`src/rtl/i2c_globals_pkg.sv`:
```
// i2c_globals_pkg: shared widths, command/status encodings and FSM state codes
// for the I2C master transfer controller and its command issuer.
package i2c_globals_pkg;

    localparam int I2C_SLAVE_ADDRESS_WIDTH    = 7;
    localparam int I2C_REGISTER_ADDRESS_WIDTH = 8;
    localparam int I2C_DATA_WIDTH             = 8;
    localparam int I2C_MAXIMUM_BYTES          = 128;
    localparam int I2C_LEN_WIDTH              = 8;
    localparam int I2C_STATE_WIDTH            = 4;

    typedef enum logic {
        RW_WRITE = 1'b0,
        RW_READ  = 1'b1
    } read_write_e;

    typedef enum logic [2:0] {
        OP_START   = 3'd0,
        OP_RESTART = 3'd1,
        OP_WRITE   = 3'd2,
        OP_READ    = 3'd3,
        OP_STOP    = 3'd4
    } i2c_ctrl_op_e;

    typedef enum logic [2:0] {
        ST_OK        = 3'd0,
        ST_ADDR_NACK = 3'd1,
        ST_REG_NACK  = 3'd2,
        ST_DATA_NACK = 3'd3,
        ST_LEN_ERR   = 3'd4
    } i2c_ctrl_status_e;

    // Transfer FSM state enumeration, kept as plain constants for legacy tools.
    localparam logic [I2C_STATE_WIDTH-1:0] S_IDLE    = 4'd0;
    localparam logic [I2C_STATE_WIDTH-1:0] S_START   = 4'd1;
    localparam logic [I2C_STATE_WIDTH-1:0] S_ADDR_W  = 4'd2;
    localparam logic [I2C_STATE_WIDTH-1:0] S_REG     = 4'd3;
    localparam logic [I2C_STATE_WIDTH-1:0] S_WDATA   = 4'd4;
    localparam logic [I2C_STATE_WIDTH-1:0] S_RESTART = 4'd5;
    localparam logic [I2C_STATE_WIDTH-1:0] S_ADDR_R  = 4'd6;
    localparam logic [I2C_STATE_WIDTH-1:0] S_RDATA   = 4'd7;
    localparam logic [I2C_STATE_WIDTH-1:0] S_STOP    = 4'd8;
    localparam logic [I2C_STATE_WIDTH-1:0] S_DONE    = 4'd9;

endpackage

```
`src/rtl/i2c_cmd_issuer.sv`:
```
// i2c_cmd_issuer: holds one byte-engine command until accepted, then waits for its response.
//   issue / issue_*      load a new command (only while idle or on rsp_done)
//   cmd_*  / cmd_ready   command handshake towards the byte engine, held stable until ready
//   rsp_valid            engine response; only honoured while a command is outstanding
//   rsp_done             response for the outstanding command arrived this cycle
//   idle                 no command pending or outstanding (issue phase)
module i2c_cmd_issuer
    import i2c_globals_pkg::*;
#(
    parameter int DATA_WIDTH = I2C_DATA_WIDTH
) (
    input  logic                  pclk,
    input  logic                  areset_n,
    input  logic                  issue,
    input  logic [2:0]            issue_op,
    input  logic [DATA_WIDTH-1:0] issue_tx_byte,
    input  logic                  issue_master_nack,
    output logic                  cmd_valid,
    output logic [2:0]            cmd_op,
    output logic [DATA_WIDTH-1:0] cmd_tx_byte,
    output logic                  cmd_master_nack,
    input  logic                  cmd_ready,
    input  logic                  rsp_valid,
    output logic                  rsp_done,
    output logic                  idle
);

    logic waiting;

    assign rsp_done = waiting && rsp_valid;
    assign idle     = !cmd_valid && !waiting;

    // A new command may be loaded in the same cycle the previous response retires.
    always_ff @(posedge pclk or negedge areset_n) begin
        if (!areset_n) begin
            cmd_valid       <= 1'b0;
            cmd_op          <= OP_START;
            cmd_tx_byte     <= '0;
            cmd_master_nack <= 1'b0;
            waiting         <= 1'b0;
        end else begin
            if (issue) begin
                cmd_valid       <= 1'b1;
                cmd_op          <= issue_op;
                cmd_tx_byte     <= issue_tx_byte;
                cmd_master_nack <= issue_master_nack;
            end else if (cmd_valid && cmd_ready) begin
                cmd_valid <= 1'b0;
                waiting   <= 1'b1;
            end
            if (rsp_done)
                waiting <= 1'b0;
        end
    end

endmodule

```
`src/rtl/i2c_master_xfer_ctrl.sv`:
```
// i2c_master_xfer_ctrl: sequences an I2C register write/read transfer as byte-engine commands.
//   req_*            transfer request (slave address, direction, register, length)
//   wdata_*          write-byte stream, consumed one byte per data WRITE
//   rdata_valid/rdata  read bytes, forwarded in the cycle the engine returns them
//   done/status      one-cycle completion pulse with result code
//   cmd_* / rsp_*    one-outstanding-command interface to the byte engine
module i2c_master_xfer_ctrl
    import i2c_globals_pkg::*;
#(
    parameter int SLAVE_ADDRESS_WIDTH    = I2C_SLAVE_ADDRESS_WIDTH,
    parameter int REGISTER_ADDRESS_WIDTH = I2C_REGISTER_ADDRESS_WIDTH,
    parameter int DATA_WIDTH             = I2C_DATA_WIDTH,
    parameter int MAXIMUM_BYTES          = I2C_MAXIMUM_BYTES
) (
    input  logic                              pclk,
    input  logic                              areset_n,
    input  logic                              req_valid,
    output logic                              req_ready,
    input  logic [SLAVE_ADDRESS_WIDTH-1:0]    req_slave_address,
    input  logic                              req_read_write,
    input  logic [REGISTER_ADDRESS_WIDTH-1:0] req_register_address,
    input  logic [I2C_LEN_WIDTH-1:0]          req_len,
    input  logic                              wdata_valid,
    output logic                              wdata_ready,
    input  logic [DATA_WIDTH-1:0]             wdata,
    output logic                              rdata_valid,
    output logic [DATA_WIDTH-1:0]             rdata,
    output logic                              done,
    output logic [2:0]                        status,
    output logic                              cmd_valid,
    input  logic                              cmd_ready,
    output logic [2:0]                        cmd_op,
    output logic [DATA_WIDTH-1:0]             cmd_tx_byte,
    output logic                              cmd_master_nack,
    input  logic                              rsp_valid,
    input  logic [DATA_WIDTH-1:0]             rsp_rx_byte,
    input  logic                              rsp_ack
);

    localparam logic [I2C_LEN_WIDTH-1:0] ONE = I2C_LEN_WIDTH'(1);
    localparam logic [I2C_LEN_WIDTH-1:0] TWO = I2C_LEN_WIDTH'(2);

    logic [I2C_STATE_WIDTH-1:0]        state, state_d;
    logic [SLAVE_ADDRESS_WIDTH-1:0]    addr_q;
    logic                              rw_q;
    logic [REGISTER_ADDRESS_WIDTH-1:0] reg_q;
    logic [I2C_LEN_WIDTH-1:0]          cnt_q, cnt_d, cnt_dec;
    i2c_ctrl_status_e                  status_q, status_d;
    logic                              issue, iss_nack, go_stop, iss_idle, rsp_done;
    i2c_ctrl_op_e                      iss_op;
    logic [DATA_WIDTH-1:0]             iss_byte, addr_wr, addr_rd, reg_byte;

    assign addr_wr  = DATA_WIDTH'({addr_q, 1'b0});
    assign addr_rd  = DATA_WIDTH'({addr_q, 1'b1});
    assign reg_byte = DATA_WIDTH'(reg_q);
    assign cnt_dec  = (cnt_q != '0) ? cnt_q - ONE : '0;

    assign req_ready   = state == S_IDLE;
    assign wdata_ready = state == S_WDATA && iss_idle;
    assign rdata_valid = state == S_RDATA && rsp_done;
    assign rdata       = rdata_valid ? rsp_rx_byte : '0;
    assign done        = state == S_DONE;
    assign status      = done ? status_q : ST_OK;

    // Each command state's command is issued on the edge that enters it, so the
    // wait phase of one state overlaps the issue of the next. WDATA is the
    // exception: its WRITE waits for the write-stream handshake.
    always_comb begin
        state_d  = state;
        status_d = status_q;
        cnt_d    = cnt_q;
        issue    = 1'b0;
        iss_op   = OP_START;
        iss_byte = '0;
        iss_nack = 1'b0;
        go_stop  = 1'b0;
        case (state)
            S_IDLE: if (req_valid) begin
                cnt_d = req_len;
                if (int'(req_len) > MAXIMUM_BYTES) begin
                    state_d  = S_DONE;
                    status_d = ST_LEN_ERR;
                end else begin
                    state_d  = S_START;
                    status_d = ST_OK;
                    issue    = 1'b1;
                end
            end
            S_START: if (rsp_done) begin
                state_d  = S_ADDR_W;
                issue    = 1'b1;
                iss_op   = OP_WRITE;
                iss_byte = addr_wr;
            end
            S_ADDR_W: if (rsp_done) begin
                if (rsp_ack) begin
                    status_d = ST_ADDR_NACK;
                    go_stop  = 1'b1;
                end else begin
                    state_d  = S_REG;
                    issue    = 1'b1;
                    iss_op   = OP_WRITE;
                    iss_byte = reg_byte;
                end
            end
            S_REG: if (rsp_done) begin
                if (rsp_ack) begin
                    status_d = ST_REG_NACK;
                    go_stop  = 1'b1;
                end else if (cnt_q == '0) begin
                    go_stop = 1'b1;
                end else if (rw_q == RW_READ) begin
                    state_d = S_RESTART;
                    issue   = 1'b1;
                    iss_op  = OP_RESTART;
                end else begin
                    state_d = S_WDATA;
                end
            end
            S_WDATA: if (iss_idle && wdata_valid) begin
                issue    = 1'b1;
                iss_op   = OP_WRITE;
                iss_byte = wdata;
            end else if (rsp_done) begin
                cnt_d = cnt_dec;
                if (rsp_ack) begin
                    status_d = ST_DATA_NACK;
                    go_stop  = 1'b1;
                end else if (cnt_q <= ONE) begin
                    go_stop = 1'b1;
                end
            end
            S_RESTART: if (rsp_done) begin
                state_d  = S_ADDR_R;
                issue    = 1'b1;
                iss_op   = OP_WRITE;
                iss_byte = addr_rd;
            end
            S_ADDR_R: if (rsp_done) begin
                if (rsp_ack) begin
                    status_d = ST_ADDR_NACK;
                    go_stop  = 1'b1;
                end else begin
                    state_d  = S_RDATA;
                    issue    = 1'b1;
                    iss_op   = OP_READ;
                    iss_nack = cnt_q == ONE;
                end
            end
            S_RDATA: if (rsp_done) begin
                cnt_d = cnt_dec;
                if (cnt_q <= ONE) begin
                    go_stop = 1'b1;
                end else begin
                    issue    = 1'b1;
                    iss_op   = OP_READ;
                    iss_nack = cnt_q == TWO;
                end
            end
            S_STOP: if (rsp_done) state_d = S_DONE;
            S_DONE: state_d = S_IDLE;
            default: state_d = S_IDLE;
        endcase
        if (go_stop) begin
            state_d = S_STOP;
            issue   = 1'b1;
            iss_op  = OP_STOP;
        end
    end

    always_ff @(posedge pclk or negedge areset_n) begin
        if (!areset_n) begin
            state    <= S_IDLE;
            status_q <= ST_OK;
            cnt_q    <= '0;
            addr_q   <= '0;
            rw_q     <= 1'b0;
            reg_q    <= '0;
        end else begin
            state    <= state_d;
            status_q <= status_d;
            cnt_q    <= cnt_d;
            if (state == S_IDLE && req_valid) begin
                addr_q <= req_slave_address;
                rw_q   <= req_read_write;
                reg_q  <= req_register_address;
            end
        end
    end

    i2c_cmd_issuer #(
        .DATA_WIDTH(DATA_WIDTH)
    ) u_issuer (
        .pclk             (pclk),
        .areset_n         (areset_n),
        .issue            (issue),
        .issue_op         (iss_op),
        .issue_tx_byte    (iss_byte),
        .issue_master_nack(iss_nack),
        .cmd_valid        (cmd_valid),
        .cmd_op           (cmd_op),
        .cmd_tx_byte      (cmd_tx_byte),
        .cmd_master_nack  (cmd_master_nack),
        .cmd_ready        (cmd_ready),
        .rsp_valid        (rsp_valid),
        .rsp_done         (rsp_done),
        .idle             (iss_idle)
    );

endmodule

```
`config.mk`:
```
export PLATFORM = sky130hd
export DESIGN_NAME = i2c_master_xfer_ctrl
export DESIGN_NICKNAME = d
export VERILOG_FILES = /design/src/rtl/i2c_globals_pkg.sv /design/src/rtl/i2c_cmd_issuer.sv /design/src/rtl/i2c_master_xfer_ctrl.sv
export SDC_FILE = /design/constraint.sdc
export NUM_CORES = 1
export LEC_CHECK = 0
export BUFFER_PORTS_ARGS = -buffer_cell sky130_fd_sc_hd__buf_2
export CORE_ASPECT_RATIO = 0.9
export CORE_MARGIN = 3
export CORE_UTILIZATION = 45
export CTS_BUF_LIST = sky130_fd_sc_hd__clkbuf_2
export DETAILED_ROUTE_END_ITERATION = 8
export PLACE_DENSITY_LB_ADDON = 0.2
export SLEW_MARGIN = 20
export SYNTH_ARGS = -nofsm -noshare
export SYNTH_HDL_FRONTEND = slang
export SYNTH_HIERARCHICAL = 1
export SYNTH_SLANG_ARGS = --single-unit
```
`constraint.sdc`:
```
create_clock -name pclk -period 6.6 [get_ports pclk]
set_input_delay 0.33 -clock pclk [delete_from_list [all_inputs] [get_ports pclk]]
set_output_delay 0.33 -clock pclk [all_outputs]
set_load 0.05 [all_outputs]
```
Word-level counts from Yosys, hierarchy flattened
Index checks and enable logic that the tools add are counted.
{ "word_totals": {"register_bits": 45, "out_inout_bits": 28} }
{ "op_classes": {"reduce_logical": 23, "n_lt_le_gt_ge": 2, "eq_ne": 32, "addsub": 1, "n_mux": 87} }
{ "ops": {"columns": ["cell", "count"], "rows": [
  ["$mux 8", 10],
  ["$mux 4", 13],
  ["$mux 1", 37],
  ["$mux 3", 11],
  ["$pmux 4 s8", 1],
  ["$pmux 8 s4", 1],
  ["$ne 3x3->1 const B", 10],
  ["$pmux 8 s3", 1],
  ["$eq 4x3->1 const B", 4],
  ["$mux 2", 8],
  ["$ne 2x2->1 const B", 6],
  ["$pmux 2 s6", 1],
  ["$pmux 3 s4", 1],
  ["$reduce_and 12->1", 1],
  ["$reduce_and 9->1", 1],
  ["$eq 4x2->1 const B", 2],
  ["$eq 4x4->1 const B", 2],
  ["$eq 8x1->1 const B", 1],
  ["$eq 8x2->1 const B", 1],
  ["$gt 8x8->1 const B", 1],
  ["$le 8x1->1 const B", 1],
  ["$logic_not 8->1", 1],
  ["$ne 2x1->1 const B", 4],
  ["$reduce_bool 8->1", 1],
  ["15 further kinds", 25]
]} }

Depth between registers and ports, before layout
{ "logic_depth": {"word_depth": 9, "mapped_depth": 9, "mapped_depth_nobuf": 9} }

By module
The synthesis kept the hierarchy.
{ "modules_own_cells": {"columns": ["module", "n_inst", "seq_area_each_um2", "cells_per_inst", "area_each_um2"], "rows": [
  ["i2c_master_xfer_ctrl", 1, 775.7, 227, 2129.5],
  ["i2c_cmd_issuer", 1, 350.3, 34, 536.8]
]} }

Worst setup path after synthesis
OpenSTA, ideal clock, no wires.
{ "synth_timing": {"path_kind": "register to output", "start": "reg state[1]", "end": "out status[0]", "arrival_time_ns": 2.543, "stages_incl_launch_ff": 6, "path_slack_ns": 3.727, "required_time_ns": 6.270, "path_cell_list": "dfrtp_1 buf_2 buf_2 nand2b_1 nor3_1 and2_1"} }
{ "synth_between": {"elab_chain_cells": 2} }
{ "synth_lines": {"columns": ["element", "line_no", "rtl"], "rows": [
  ["start, declared", "i2c_master_xfer_ctrl.sv:43", "logic [I2C_STATE_WIDTH-1:0] state, state_d;"],
  ["start signal, assigned", "i2c_master_xfer_ctrl.sv:180", "state <= state_d;"],
  ["$eq 4x4->1", "i2c_master_xfer_ctrl.sv:62", "assign done = state == S_DONE;"],
  ["via done", "i2c_master_xfer_ctrl.sv:28", "output logic done,"],
  ["$mux 3", "i2c_master_xfer_ctrl.sv:63", "assign status = done ? status_q : ST_OK;"],
  ["end, declared", "i2c_master_xfer_ctrl.sv:29", "output logic [2:0] status,"]
]} }
The timed path passes the listed nets, and every way through them passes these cells.

Worst setup path in the final report
{ "layout_timing": {"start": "reg state[2]", "end": "reg u_issuer.cmd_tx_byte[3]"} }
{ "layout_between": {"elab_chain_cells": 4, "word_cells_on_any_way": 14, "cone_classes": "eq/ne: 7; mux: 4; reduce/logical: 3"} }
{ "layout_lines": {"columns": ["element", "line_no", "rtl"], "rows": [
  ["$eq 4x3->1 (tied with other cells)", "i2c_master_xfer_ctrl.sv:77", "case (state)"],
  ["$reduce_or 2->1 (no source line)", null, null],
  ["$pmux 1 s6 or $pmux 1 s4 (tied branches)", "i2c_master_xfer_ctrl.sv:77", null],
  ["$mux 1 *", "i2c_master_xfer_ctrl.sv:164", "if (go_stop) begin"],
  ["via issue", "i2c_master_xfer_ctrl.sv:49", "logic issue, iss_nack, go_stop, iss_idle, rsp_done;"],
  ["end signal, assigned", "i2c_cmd_issuer.sv:45", "cmd_tx_byte <= issue_tx_byte;"],
  ["end, declared", "i2c_cmd_issuer.sv:20", "output logic [DATA_WIDTH-1:0] cmd_tx_byte,"]
]} }
Mark *: on every way through the listed nets, which the timed path passes. The rest lies on a longest branch.
A chain may end at the register's enable or synchronous reset.

==> impl_metrics.env <==
export IMPL_result_of_the_run="completed"
export IMPL_critPathCaptureType="flop"
export IMPL_clkPwrFrac=0.287
export IMPL_ant_nets=0
export IMPL_synthesized_area_per_cell_sq_um=10.2
export IMPL_grt_busiest_layer="met2"
export IMPL_drtPass1Iterations=6
export IMPL_number_of_antenna_violations_at_the_first_check_in_global_routing=0
export IMPL_sequential_fraction_of_the_synthesis_area=0.422
export IMPL_crit_fanout=18
export IMPL_layout_common_cells="73 x sky130_fd_sc_hd__buf_2, 45 x sky130_fd_sc_hd__dfrtp_1, 27 x sky130_fd_sc_hd__mux2_2"
export IMPL_core_area_sq_um=5470
export IMPL_met3_usage=0.0488
export IMPL_worst_ir_drop_vdd_mv=0.0962
export IMPL_cts_root_buffer_cell="sky130_fd_sc_hd__clkbuf_2"
export IMPL_max_freq_mhz=319
export IMPL_hp_class="primary input to flop"
export IMPL_syn2layout_area_growth_pct=16.3
export IMPL_regToRegEndpoint="u_issuer/cmd_tx_byte[3]"
export IMPL_worst_setup_path_start_kind="flop"
export IMPL_timing_max_slew_rel_slack=0.372
export IMPL_floorplan_die_height_um=79.0
export IMPL_gp_congestion=0.913
export IMPL_netlist_cell_type_count=59
export IMPL_totalNegativeSetupSlack_ns=0
export IMPL_worstReg2RegStart="state[2]"
export IMPL_groute_usage_overall=0.185
export IMPL_cp_data_required_time_ns=6.91
export IMPL_timing_worst_setup_path_type="flop to flop"
export IMPL_ff2ff_path_depth=5
export IMPL_gr_met1_demand_resource=0.266
export IMPL_syn_nets=312
export IMPL_cts_sink_count=45
export IMPL_detail_route_vias_per_cell=5.84
export IMPL_clock_latency_of_the_later_clocked_register_in_the_worst_skew_pair_ns=0.41
export IMPL_async_reset_ff_frac=1.00
export IMPL_final_layout_size_suffix_gt1_frac=0.360
export IMPL_static_leakage_power_nw=1.64
export IMPL_deepest_clock_path_buffer_count=2
export IMPL_worstPathCellList="nor2b_1 > and4_1 > a2111oi_0 > nand3_1 > mux2_2"
export IMPL_routed_wire_length_per_instance_um=15.9
export IMPL_drc=0
export IMPL_cap_violations=0
export IMPL_timing_clock_skew_ns=0.0207
export IMPL_dp_hpwl_um=4610
export IMPL_overflow=0
export IMPL_post_cts_resized=0
export IMPL_fp_dieW_um=87.1
export IMPL_critical_path_endpoint="u_issuer/cmd_tx_byte[3]"
export IMPL_layout_min_cycle_time_ns=3.13
export IMPL_ios=75
export IMPL_num_antenna_cells=0
export IMPL_final_max_slew_violation_count=0
export IMPL_setup_worst_path_start="state[2]"
export IMPL_grt_util_met2=0.281
export IMPL_count_of_vias_placed_by_the_detailed_router=2325
export IMPL_cellInternalPower_uw=315
export IMPL_maximum_number_of_pins_on_one_net_before_global_route_repair=46
export IMPL_initialDrtViolationCount=202
export IMPL_wire_length_of_the_first_global_routing_pass_um=10200
export IMPL_buffer_ports_inserted=74
export IMPL_yosys_register_bits=45
export IMPL_routed_wire_length_um=6330
export IMPL_pwr_share_comb=0.057
export IMPL_synth_warning_count=6
export IMPL_synth_edf_count=0
export IMPL_yosys_most_used_dff="sky130_fd_sc_hd__dfrtp_1"
export IMPL_netSwitchingFraction=0.253
export IMPL_htree_num_levels=2
export IMPL_utilization=0.566
export IMPL_powerDensity_nw_per_um2=136
export IMPL_postSynthCellCount=261
export IMPL_cts_made_buffers=5
export IMPL_fp_rows=25
export IMPL_worst_slew_pin_tran_ns=0.934
export IMPL_critical_path_slowest_cell="sky130_fd_sc_hd__dfrtp_1"
export IMPL_grt_pass1_vias=2143
export IMPL_crit_arrival_ns=3.45
export IMPL_unrepaired_setup_endpoints_after_global_routing="no"
export IMPL_floorplan_initialDensity=0.487
export IMPL_r2r_setup_slack_ns=3.47
export IMPL_finalHoldViolCount=0
export IMPL_power_switching_uw=107
export IMPL_design_die_area_sq_um=6890
export IMPL_cts_clk_slew_worst_paths_ns=0.24
export IMPL_slowest_delay_ns=0.76
export IMPL_final_common_cell="sky130_fd_sc_hd__buf_2"
export IMPL_power_frac_seq=0.656
export IMPL_fin_crit_sh=0.475
export IMPL_cts_tree="yes"
export IMPL_fillerInstances=505
export IMPL_setup_viol_count_final=0
export IMPL_design_final_nets=381
export IMPL_post_syn_area_sq_um=2670
timing repair:
item,CTS,global route
endpoints found under the hold margin,0,45
setup buffers,0,0
hold buffers,0,1
routing by layer:
| metal | vias up | part of all wire |
|---|---|---|
| met1 | 1088 | 0.44 |
| met2 | 134 | 0.45 |
| met5 | - | 0 |
| met4 | 0 | 0.0055 |
| met3 | 4 | 0.11 |
| li1 | 1099 | - |
sequential cells by signal, indices dropped and copies added (netlist names):
| register | count |
|---|---|
| u_issuer/cmd_tx_byte | 8 |
| status_q | 3 |
| cnt_q | 8 |
| state | 4 |
| u_issuer/cmd_valid | 1 |
| u_issuer/waiting | 1 |
| rw_q | 1 |
| u_issuer/cmd_op | 3 |
| reg_byte | 8 |
| addr_q | 7 |
| u_issuer/cmd_master_nack | 1 |
power by group through the flow:
stage / combinational, mW / clock, mW / sequential (mW)
CTS: 0.0241 / 0.128 / 0.276
floorplan: 0.00251 / 0 / 0.281
finish: 0.0240 / 0.121 / 0.276
detailed placement: 0.0240 / 0 / 0.281
global placement: 0.0237 / 0 / 0.281
global route: 0.0272 / 0.138 / 0.277
critical path, delay by kind of cell, from the launching register on:
kind,cells,cell delay [ns]
simple gates,3,1.74
flops,1,0.76
mux,1,0.41
compound gates,1,0.14
how the worst min path moves through the flow:
stage	depth (start not counted)	start	slack [ns]	endpoint
6_report	3	req_read_write	0.12	rw_q
5_1_grt	2	req_slave_address[0]	0.07	addr_q[0]
4_1_cts	1	areset_n	0.08	u_issuer/cmd_tx_byte[7]
3_5_place_dp	2	status_q[1]	0.46	status_q[1]
3_3_place_gp	2	status_q[2]	0.46	status_q[2]
2_1_floorplan	0	areset_n	0.03	addr_q[0]
Yosys cell counts (3+ instances only):
library cell	n	share of area
sky130_fd_sc_hd__mux2_2	27	0.11
sky130_fd_sc_hd__nor2_1	14	0.020
sky130_fd_sc_hd__and2_1	15	0.035
sky130_fd_sc_hd__a32oi_1	3	0.0099
sky130_fd_sc_hd__a222oi_1	8	0.030
sky130_fd_sc_hd__buf_2	6	0.011
sky130_fd_sc_hd__o21ai_0	6	0.011
sky130_fd_sc_hd__dfrtp_1	45	0.42
sky130_fd_sc_hd__a22oi_1	3	0.0084
sky130_fd_sc_hd__a221oi_1	3	0.0099
sky130_fd_sc_hd__o22ai_1	4	0.0094
sky130_fd_sc_hd__o211ai_1	3	0.0084
sky130_fd_sc_hd__nand2_1	15	0.021
sky130_fd_sc_hd__nand3_1	3	0.0056
sky130_fd_sc_hd__clkbuf_1	3	0.0042
sky130_fd_sc_hd__inv_1	23	0.032
sky130_fd_sc_hd__nor3_1	5	0.0094
sky130_fd_sc_hd__a21oi_1	13	0.024
sky130_fd_sc_hd__a31oi_1	3	0.0070
sky130_fd_sc_hd__ha_1	4	0.019
sky130_fd_sc_hd__nand2b_1	6	0.014
stage by stage:
stage	power, mW	setup WS, ns	area (sq um)	std cells	hold WS (ns)
2_1_floorplan	0.284	3.73	2670	261	0.0344
3_3_place_gp	0.305	3.56	3040	389	0.461
3_5_place_dp	0.305	3.48	3040	389	0.462
4_1_cts	0.428	3.47	3090	397	0.0773
5_1_grt	0.442	3.13	3100	398	0.0719
6_report	0.422	3.47	3100	398	0.122
kinds of logic after synthesis:
| logic type | after synthesis | synth area share |
|---|---|---|
| AND/OR/NAND/NOR | 78 | 0.175 |
| AO/OA/AOI/OAI | 69 | 0.202 |
| flip-flops | 45 | 0.422 |
| buffers and inverters | 36 | 0.0619 |
| multiplexers | 27 | 0.114 |
| adder cells (fa/ha/maj) | 4 | 0.0188 |
| XOR/XNOR | 2 | 0.00657 |
final cells by class:
class | count | area, sq um | area share
multi-input cells | 180 | 1380 | 0.444
flip-flops and latches | 45 | 1130 | 0.363
repair buffers | 75 | 383 | 0.123
inverters | 23 | 86.3 | 0.0278
well taps | 67 | 83.8 | 0.0270
clock buffers | 5 | 25.0 | 0.00807
clock inverters | 3 | 21.3 | 0.00686
No activity file was read; power rests on OpenSTA's default activity.
